--- src/rtl/seg7_pkg.sv ---
// Shared types, segment codes and helpers for the four-digit decimal display path.
package seg7_pkg;

  localparam int NUM_DIGITS = 4;
  localparam int VALUE_W    = 13;
  localparam int BCD_W      = 4 * NUM_DIGITS;

  typedef enum logic [1:0] {
    ST_IDLE  = 2'd0,
    ST_SHIFT = 2'd1,
    ST_LOAD  = 2'd2
  } conv_state_e;

  // Active-low, bit order gfedcba.
  localparam logic [6:0] SEG_BLANK = 7'b1111111;
  localparam logic [6:0] SEG_0     = 7'b1000000;
  localparam logic [6:0] SEG_1     = 7'b1111001;
  localparam logic [6:0] SEG_2     = 7'b0100100;
  localparam logic [6:0] SEG_3     = 7'b0110000;
  localparam logic [6:0] SEG_4     = 7'b0011001;
  localparam logic [6:0] SEG_5     = 7'b0010010;
  localparam logic [6:0] SEG_6     = 7'b0000010;
  localparam logic [6:0] SEG_7     = 7'b1111000;
  localparam logic [6:0] SEG_8     = 7'b0000000;
  localparam logic [6:0] SEG_9     = 7'b0010000;

  function automatic logic [6:0] seg_encode(input logic [3:0] nib);
    case (nib)
      4'd0:    seg_encode = SEG_0;
      4'd1:    seg_encode = SEG_1;
      4'd2:    seg_encode = SEG_2;
      4'd3:    seg_encode = SEG_3;
      4'd4:    seg_encode = SEG_4;
      4'd5:    seg_encode = SEG_5;
      4'd6:    seg_encode = SEG_6;
      4'd7:    seg_encode = SEG_7;
      4'd8:    seg_encode = SEG_8;
      4'd9:    seg_encode = SEG_9;
      default: seg_encode = SEG_BLANK;
    endcase
  endfunction

  // Double-dabble correction: any nibble of 5 or more would overflow past 9 when doubled.
  function automatic logic [BCD_W-1:0] add3_adjust(input logic [BCD_W-1:0] bcd);
    logic [3:0] nib;
    add3_adjust = '0;
    for (int i = 0; i < NUM_DIGITS; i++) begin
      nib = bcd[4*i +: 4];
      add3_adjust[4*i +: 4] = (nib >= 4'd5) ? (nib + 4'd3) : nib;
    end
  endfunction

endpackage

--- src/rtl/bin2bcd_seq.sv ---
// Free-running sequential binary-to-BCD converter, one result every 15 clocks.
//   state    | meaning
//   ST_IDLE  | capture bin, clear accumulator
//   ST_SHIFT | 13 add-3/shift iterations
//   ST_LOAD  | accumulator final, bcd_valid pulses
module bin2bcd_seq
  import seg7_pkg::*;
(
  input  logic               clk,
  input  logic               rst,
  input  logic [VALUE_W-1:0] bin,
  output logic [BCD_W-1:0]   bcd,
  output logic               bcd_valid
);

  localparam logic [3:0] LAST_ITER = 4'(VALUE_W - 1);

  conv_state_e                state;
  logic [VALUE_W-1:0]         bin_sh;
  logic [BCD_W-1:0]           acc;
  logic [3:0]                 iter;
  logic [BCD_W+VALUE_W-1:0]   shifted;

  always_comb shifted = {add3_adjust(acc), bin_sh} << 1;

  always_ff @(posedge clk or posedge rst) begin
    if (rst) begin
      state  <= ST_IDLE;
      bin_sh <= '0;
      acc    <= '0;
      iter   <= '0;
    end else begin
      case (state)
        ST_IDLE: begin
          bin_sh <= bin;
          acc    <= '0;
          iter   <= '0;
          state  <= ST_SHIFT;
        end
        ST_SHIFT: begin
          {acc, bin_sh} <= shifted;
          iter          <= iter + 4'd1;
          if (iter == LAST_ITER) state <= ST_LOAD;
        end
        ST_LOAD: state <= ST_IDLE;
        default: state <= ST_IDLE;
      endcase
    end
  end

  assign bcd       = acc;
  assign bcd_valid = (state == ST_LOAD);

endmodule

--- src/rtl/seg7_bcd_scanner.sv ---
// Shows a 13-bit value in decimal on a four-digit common-anode display,
// scanning one digit per REFRESH_DIV clocks with optional leading-zero blanking.
module seg7_bcd_scanner
  import seg7_pkg::*;
#(
  parameter int REFRESH_DIV   = 100000,
  parameter bit BLANK_LEADING = 1'b1
) (
  input  logic               clk,
  input  logic               rst,
  input  logic [VALUE_W-1:0] value,
  output logic [6:0]         seg,
  output logic [0:3]         anode
);

  localparam int              DIV_W    = (REFRESH_DIV > 2) ? $clog2(REFRESH_DIV) : 1;
  localparam logic [DIV_W-1:0] DIV_LAST = DIV_W'(REFRESH_DIV - 1);

  logic [BCD_W-1:0] conv_bcd;
  logic             conv_valid;
  logic [BCD_W-1:0] bcd_reg;
  logic [DIV_W-1:0] div_cnt;
  logic             tick;
  logic [1:0]       digit_idx;
  logic [1:0]       next_idx;
  logic [3:0]       nib;
  logic             blank_slot;
  logic             zero_th;
  logic             zero_th_hu;
  logic             zero_th_hu_te;
  logic [6:0]       seg_next;
  logic [0:3]       anode_next;

  bin2bcd_seq u_conv (
    .clk       (clk),
    .rst       (rst),
    .bin       (value),
    .bcd       (conv_bcd),
    .bcd_valid (conv_valid)
  );

  assign tick = (div_cnt == DIV_LAST);

  // Outputs are precomputed for the slot the next tick will select.
  always_comb begin
    next_idx      = digit_idx + 2'd1;
    zero_th       = (bcd_reg[15:12] == 4'd0);
    zero_th_hu    = zero_th && (bcd_reg[11:8] == 4'd0);
    zero_th_hu_te = zero_th_hu && (bcd_reg[7:4] == 4'd0);
    nib           = 4'd0;
    blank_slot    = 1'b0;
    anode_next    = 4'b1111;
    case (next_idx)
      2'd0: begin
        nib        = bcd_reg[3:0];
        anode_next = 4'b1110;
      end
      2'd1: begin
        nib        = bcd_reg[7:4];
        blank_slot = zero_th_hu_te;
        anode_next = 4'b1101;
      end
      2'd2: begin
        nib        = bcd_reg[11:8];
        blank_slot = zero_th_hu;
        anode_next = 4'b1011;
      end
      default: begin
        nib        = bcd_reg[15:12];
        blank_slot = zero_th;
        anode_next = 4'b0111;
      end
    endcase
    seg_next = (BLANK_LEADING && blank_slot) ? SEG_BLANK : seg_encode(nib);
  end

  always_ff @(posedge clk or posedge rst) begin
    if (rst) begin
      bcd_reg   <= '0;
      div_cnt   <= '0;
      digit_idx <= '0;
      anode     <= 4'b1111;
      seg       <= SEG_BLANK;
    end else begin
      if (conv_valid) bcd_reg <= conv_bcd;
      if (tick) begin
        div_cnt   <= '0;
        digit_idx <= next_idx;
        anode     <= anode_next;
        seg       <= seg_next;
      end else begin
        div_cnt <= div_cnt + DIV_W'(1);
      end
    end
  end

endmodule

--- config.mk ---
export PLATFORM = sky130hd
export DESIGN_NAME = seg7_bcd_scanner
export DESIGN_NICKNAME = d
export VERILOG_FILES = /design/src/rtl/seg7_pkg.sv /design/src/rtl/bin2bcd_seq.sv /design/src/rtl/seg7_bcd_scanner.sv
export SDC_FILE = /design/constraint.sdc
export NUM_CORES = 1
export LEC_CHECK = 0
export CORE_MARGIN = 1.5
export CORE_UTILIZATION = 50
export CTS_CLUSTER_SIZE = 28
export DETAILED_ROUTE_END_ITERATION = 8
export PLACE_DENSITY = 0.75
export SYNTH_ARGS = -nofsm -noshare
export SYNTH_HDL_FRONTEND = slang
export SYNTH_SLANG_ARGS = --single-unit
--- constraint.sdc ---
create_clock -name clk -period 2.9 [get_ports clk]
set_input_delay 0.87 -clock clk [delete_from_list [all_inputs] [get_ports clk]]
set_output_delay 0.87 -clock clk [all_outputs]
set_load 0.005 [all_outputs]
; Yosys cells after proc, flatten, opt, wreduce, memory -nomap -nowiden
; Memory sizes are Yosys's and may differ from the RTL's.
; Index checks and enable logic that the tools add are counted.
[totals]
register_bits = 81
mem_bits_ro = 112
elab_cells = 50
memories = 1
[classes]
addsub = 7
order_cmp = 4
eq_ne = 7
n_mux = 14
reduce_logical = 8
[memory_table]
columns = name, words, width, rd, rd_ports_with_merged_regs, write_ports, line_no
row1 = (name not given), 16, 7, 1, 0, 0, seg7_pkg.sv:28  ; case (nib)
[op_table]
columns = op, count
row1 = 16-bit case mux with 2 select lines, 1
row2 = 13-bit case mux with 2 select lines, 1
row3 = 4-bit case mux with 3 select lines, 2
row4 = 17-bit by 1-bit adder with 17-bit output (second input constant), 1
row5 = 17-bit equality test (second input constant), 1
row6 = 17-bit two-way mux, 1
row7 = 4-bit by 3-bit >= comparator with 1-bit output (second input constant), 4
row8 = 4-bit by 2-bit adder with 4-bit output (second input constant), 3
row9 = 4-bit zero test, 3
row10 = 4-bit two-way mux, 3
row11 = 4-bit case mux with 2 select lines, 1
row12 = 7-bit two-way mux, 1
row13 = 4-bit by 1-bit adder with 4-bit output (second input constant), 1
row14 = 2-bit by 1-bit equality test with 1-bit output (second input constant), 2
row15 = 2-bit equality test (second input constant), 2
row16 = 4-bit equality test (second input constant), 1
row17 = 2-bit zero test, 2
row18 = 2-bit case mux with 2 select lines, 1
row19 = 3-bit by 2-bit adder with 3-bit output (second input constant), 1
row20 = 3-bit two-way mux, 1
row21 = 1-bit case mux with 3 select lines, 1
row22 = 2-bit by 1-bit adder with 2-bit output (second input constant), 1
row23 = 1-bit logical AND, 2
row24 = 2-bit two-way mux, 1
row25 = 2 further kinds, 2

; Longest topological paths before layout
[depth]
word_depth = 5
ltp_mapped = 9
depth_no_buf = 8

; By module
; Synthesis repeated with hierarchy kept, for this count alone.
[unflattened]
cells_unflattened = 372
hier_area_um2 = 4031.4
[modules_own_cells]
columns = mod, instances, cells_per_inst, area_per_inst_um2
row1 = seg7_bcd_scanner, 1, 194, 2194.6
row2 = bin2bcd_seq, 1, 178, 1836.8

; Worst setup path after synthesis
; OpenSTA, ideal clock, no wires.
[synth_timing]
path_type = reg2reg
from = register div_cnt[5]
to = register seg[0]
setup_time_ps = 86
t_arrival_ps = 1963
required_ps = 2814
path_slack_ps = 852
stages_incl_launch_ff = 6
n_path_buf = 1
synth_period_minus_slack_ps = 2048
cell_sequence = dfrtp_1 or4_4 or4_4 buf_6 nor3_4 a21oi_1
[synth_via]
elab_chain_len = 1
[synth_rtl]
columns = item, line_no
row1 = from (decl), seg7_bcd_scanner.sv:22  ; logic [DIV_W-1:0] div_cnt;
row2 = from (signal assigned), seg7_bcd_scanner.sv:92  ; div_cnt <= div_cnt + DIV_W'(1);
row3 = 17-bit equality test, seg7_bcd_scanner.sv:42  ; assign tick = (div_cnt == DIV_LAST);
row4 = to (signal assigned), seg7_bcd_scanner.sv:90  ; seg <= seg_next;
row5 = to (decl), seg7_bcd_scanner.sv:12  ; output logic [6:0] seg,
; No other way between the ends.
; A chain may end at the register's enable or synchronous reset.

; Worst setup path after layout
[layout_timing]
from = register anode[0] (netlist bit)
to = output port anode[0] (netlist bit)
[layout_rtl]
columns = item, line_no
row1 = from (decl), seg7_bcd_scanner.sv:13  ; output logic [0:3] anode
row2 = from (signal assigned), seg7_bcd_scanner.sv:89  ; anode <= anode_next;
; No word-level cell between the ends.

==> impl_metrics.toml <==
[logic_synthesis]
ys_ff_latch = 81
ys_seq_area_share_pct = 51.5
synthAdderAreaFrac_pct = 5.68
syn_area_sq_um = 3960
yosysTopAreaCellShare_pct = 44.2
netlist-cell-type-count = 42
synth_top_family_by_area = "simple AND/OR/NAND/NOR gates"
syn-num-nets = 422
synth_commonest_cells = "dfrtp_1 (70), nand2_1 (55), o21ai_0 (48)"
synth-edff-count = 0
synth_mux_area_share_pct = 6.79
yosys.area_share.simple_pct = 15.1
syn-mean-instance-area_sq_um = 10.2
async_flop_share_pct = 100
ys.flop_type = "dfrtp_1"
synth_cells = 389
synth_warnings = 0
synth_top_cells_by_area = "dfrtp_1 (44%), dfstp_2 (7.3%), o21ai_0 (6.1%)"
synth-xor-area-share_pct = 5.08
synth.most_common_cell = "dfrtp_1"
synth_compound_area_share_pct = 12.1
synth.largest_area_cell = "dfrtp_1"

[die]
fp.dieW_um = 92.0
start_util_pct = 51.5
dieArea_sq_um = 8470
placementRows = 32
die_y_um = 92.0
core_sq_um = 7690
io-pin-count = 26

[global_routing]
grt_pass1_vias = 2633
antenna_found_initial = 0
track_usage_pct = 18.1
grt_pass1_wl_mm = 12.2
overflow = 0
grt_max_degree = 67

[run]
drv_cap = 0

[power]
p_comb_share_pct = 13.7
switching_share_pct = 25.0
seqPwrFrac_pct = 51.0
ir_worst_vdd_v = 0.000342
p_switching_uw = 623
leakage_nw = 2.02
p_per_area_nw_per_um2 = 550
clockPowerShare_pct = 35.3
intPower_mw = 1.87

[clock_tree]
htree_levels = 3
cts_setup_buffers = 0
cts_hold_buf = 0
post_cts_resized = 0
clkTransAtPathRegs_ns = 0.08
clockRootBuffer = "clkbuf_8"
numCtsBuffers = 9
cts_buffer_depth = 2
cts.sinks = 81
cts_tree = "yes"
clk_latency_ns = 0.34

[sta]
fin_tns_setup_ns = 0
slew_viol_final = 0
hold_viol = 0
skew_ns = 0.00738
max_freq_mhz = 446
tightest_slew_ns = 0.826
fin_crit_sh_pct = 77.4
setup_violations = 0
rsz0062_at_grt = "false"
timing.slew.headroom_pct = 45.0
period_needed_ns = 2.24

[layout]
nFillCells = 681
antenna_cells = 0
drive_gt1_share_pct = 11.7
design_area_sq_um = 4530
largest_reg_flops = 17
fin_nets = 447
areaGrowthSynthToFinish_pct = 14.4

[min_path]
hp-start = "u_conv.bin_sh[1]"
holdPathStages = 2
min_path_type = "flip-flop to flip-flop"
worstHoldEndpoint = "u_conv.bin_sh[1]"

[routing]
wl_per_cell_um = 13.3
routed_wl_mm = 6.94
drt_first_pass_iters = 5
via_count = 2749
vias_per_cell = 5.29
drc = 0
antenna_left = 0
drt_iter0_drc = 172

[critical_path]
max_stage_delay_ns = 0.54
r2r_slack_ns = 0.77
reg2regPathDepth = 6
cp.arrival_ns = 1.37
critPathSlowestCell = "dfstp_2"
r2r-end = "seg[1]"
critPathLaunchType = "flip-flop"
critPathMaxFanout = 2
r2r-start = "div_cnt[0]"
cpLargestDelayFamily = "flip-flops"
required_ns = 2.03
endpoint_kind = "output pin"
cp.depth = 1
cp_cell_sequence = "clkdlybuf4s50_1"
criticalPathCategory = "flip-flop to output pin"
crit_buf_inv = 1

[place]
portBuffers = 25
hpwl_mm = 4.85
gp_congestion = 0.829
placed_area_sq_um = 4320

[run_status]
status = "complete, no violations"
[power by group through the flow]
stage          Combinational, mW  Sequential, mW  Clock, mW
4_1_cts                    0.343            1.27      0.897
5_1_grt                    0.388            1.28      0.943
3_5_place_dp               0.340            1.29          0
3_3_place_gp               0.330            1.29          0
6_report                   0.341            1.27      0.880
2_1_floorplan              0.263            1.26          0
[worst max-delay path by stage]
stage / start / endpoint / slack [ns]
global placement: div_cnt[5] / seg[1] / 0.84
floorplan: div_cnt[5] / seg[0] / 0.85
global route: seg[5] / seg[5] / 0.60
CTS: seg[6] / seg[6] / 0.63
detailed placement: div_cnt[5] / seg[1] / 0.77
finish: anode[0] / anode[0] / 0.66
[cell type report]
cell class / instances / area [sq um] / area share (%)
clock buffers: 12 / 145 / 3.20
repair buffers: 29 / 293 / 6.46
flip-flops and latches: 81 / 2040 / 45.0
clock inverters: 3 / 65.1 / 1.44
well taps: 102 / 128 / 2.82
inverters: 22 / 86.3 / 1.91
multi-input cells: 271 / 1770 / 39.1
[layer usage]
layer	up-vias	part of all wire, %	global-route usage, %
met5	-	0	0
met4	0	1.8	7.31
met3	12	2.9	3.81
met2	52	45	27.2
met1	1294	50	25.5
li1	1391	-	-
[cell families (layout without fill, tap and decap cells)]
kind of cell               after synthesis  after routing
xor gates and xnor gates                23             23
buffers and inverters                   37             66
DFF                                     81             81
adders and majority gates               18             18
AOI/OAI and AO/OA                       84             84
muxes                                   25             25
and+or+nand+nor                        121            121
[cell usage in the layout (no fill, tap or decap), types with 4 or more instances in the layout]
master and n:
a21oi_1 18, a22o_1 4, clkbuf_8 10, clkdlybuf4s50_1 25
dfrtp_1 70, dfstp_2 11, ha_1 18, inv_1 21
mux2_2 10, mux2i_1 13, nand2_1 55, nand2b_1 7
nand3_1 9, nand4_1 4, nor2_1 25, nor4_1 5
o21ai_0 48, xnor2_1 15, xor2_1 8
[metrics by stage]
stage,setup WS (ns),util [%],power [mW],hold WS [ns],instances
floorplan,0.852,-,1.53,0.449,389
global placement,0.835,56.2,1.62,0.464,505
detailed placement,0.773,56.2,1.63,0.474,505
CTS,0.634,59.0,2.51,0.490,520
global route,0.602,59.0,2.61,0.506,520
finish,0.656,59.0,2.49,0.487,520
No activity file was read; power rests on OpenSTA's default activity.
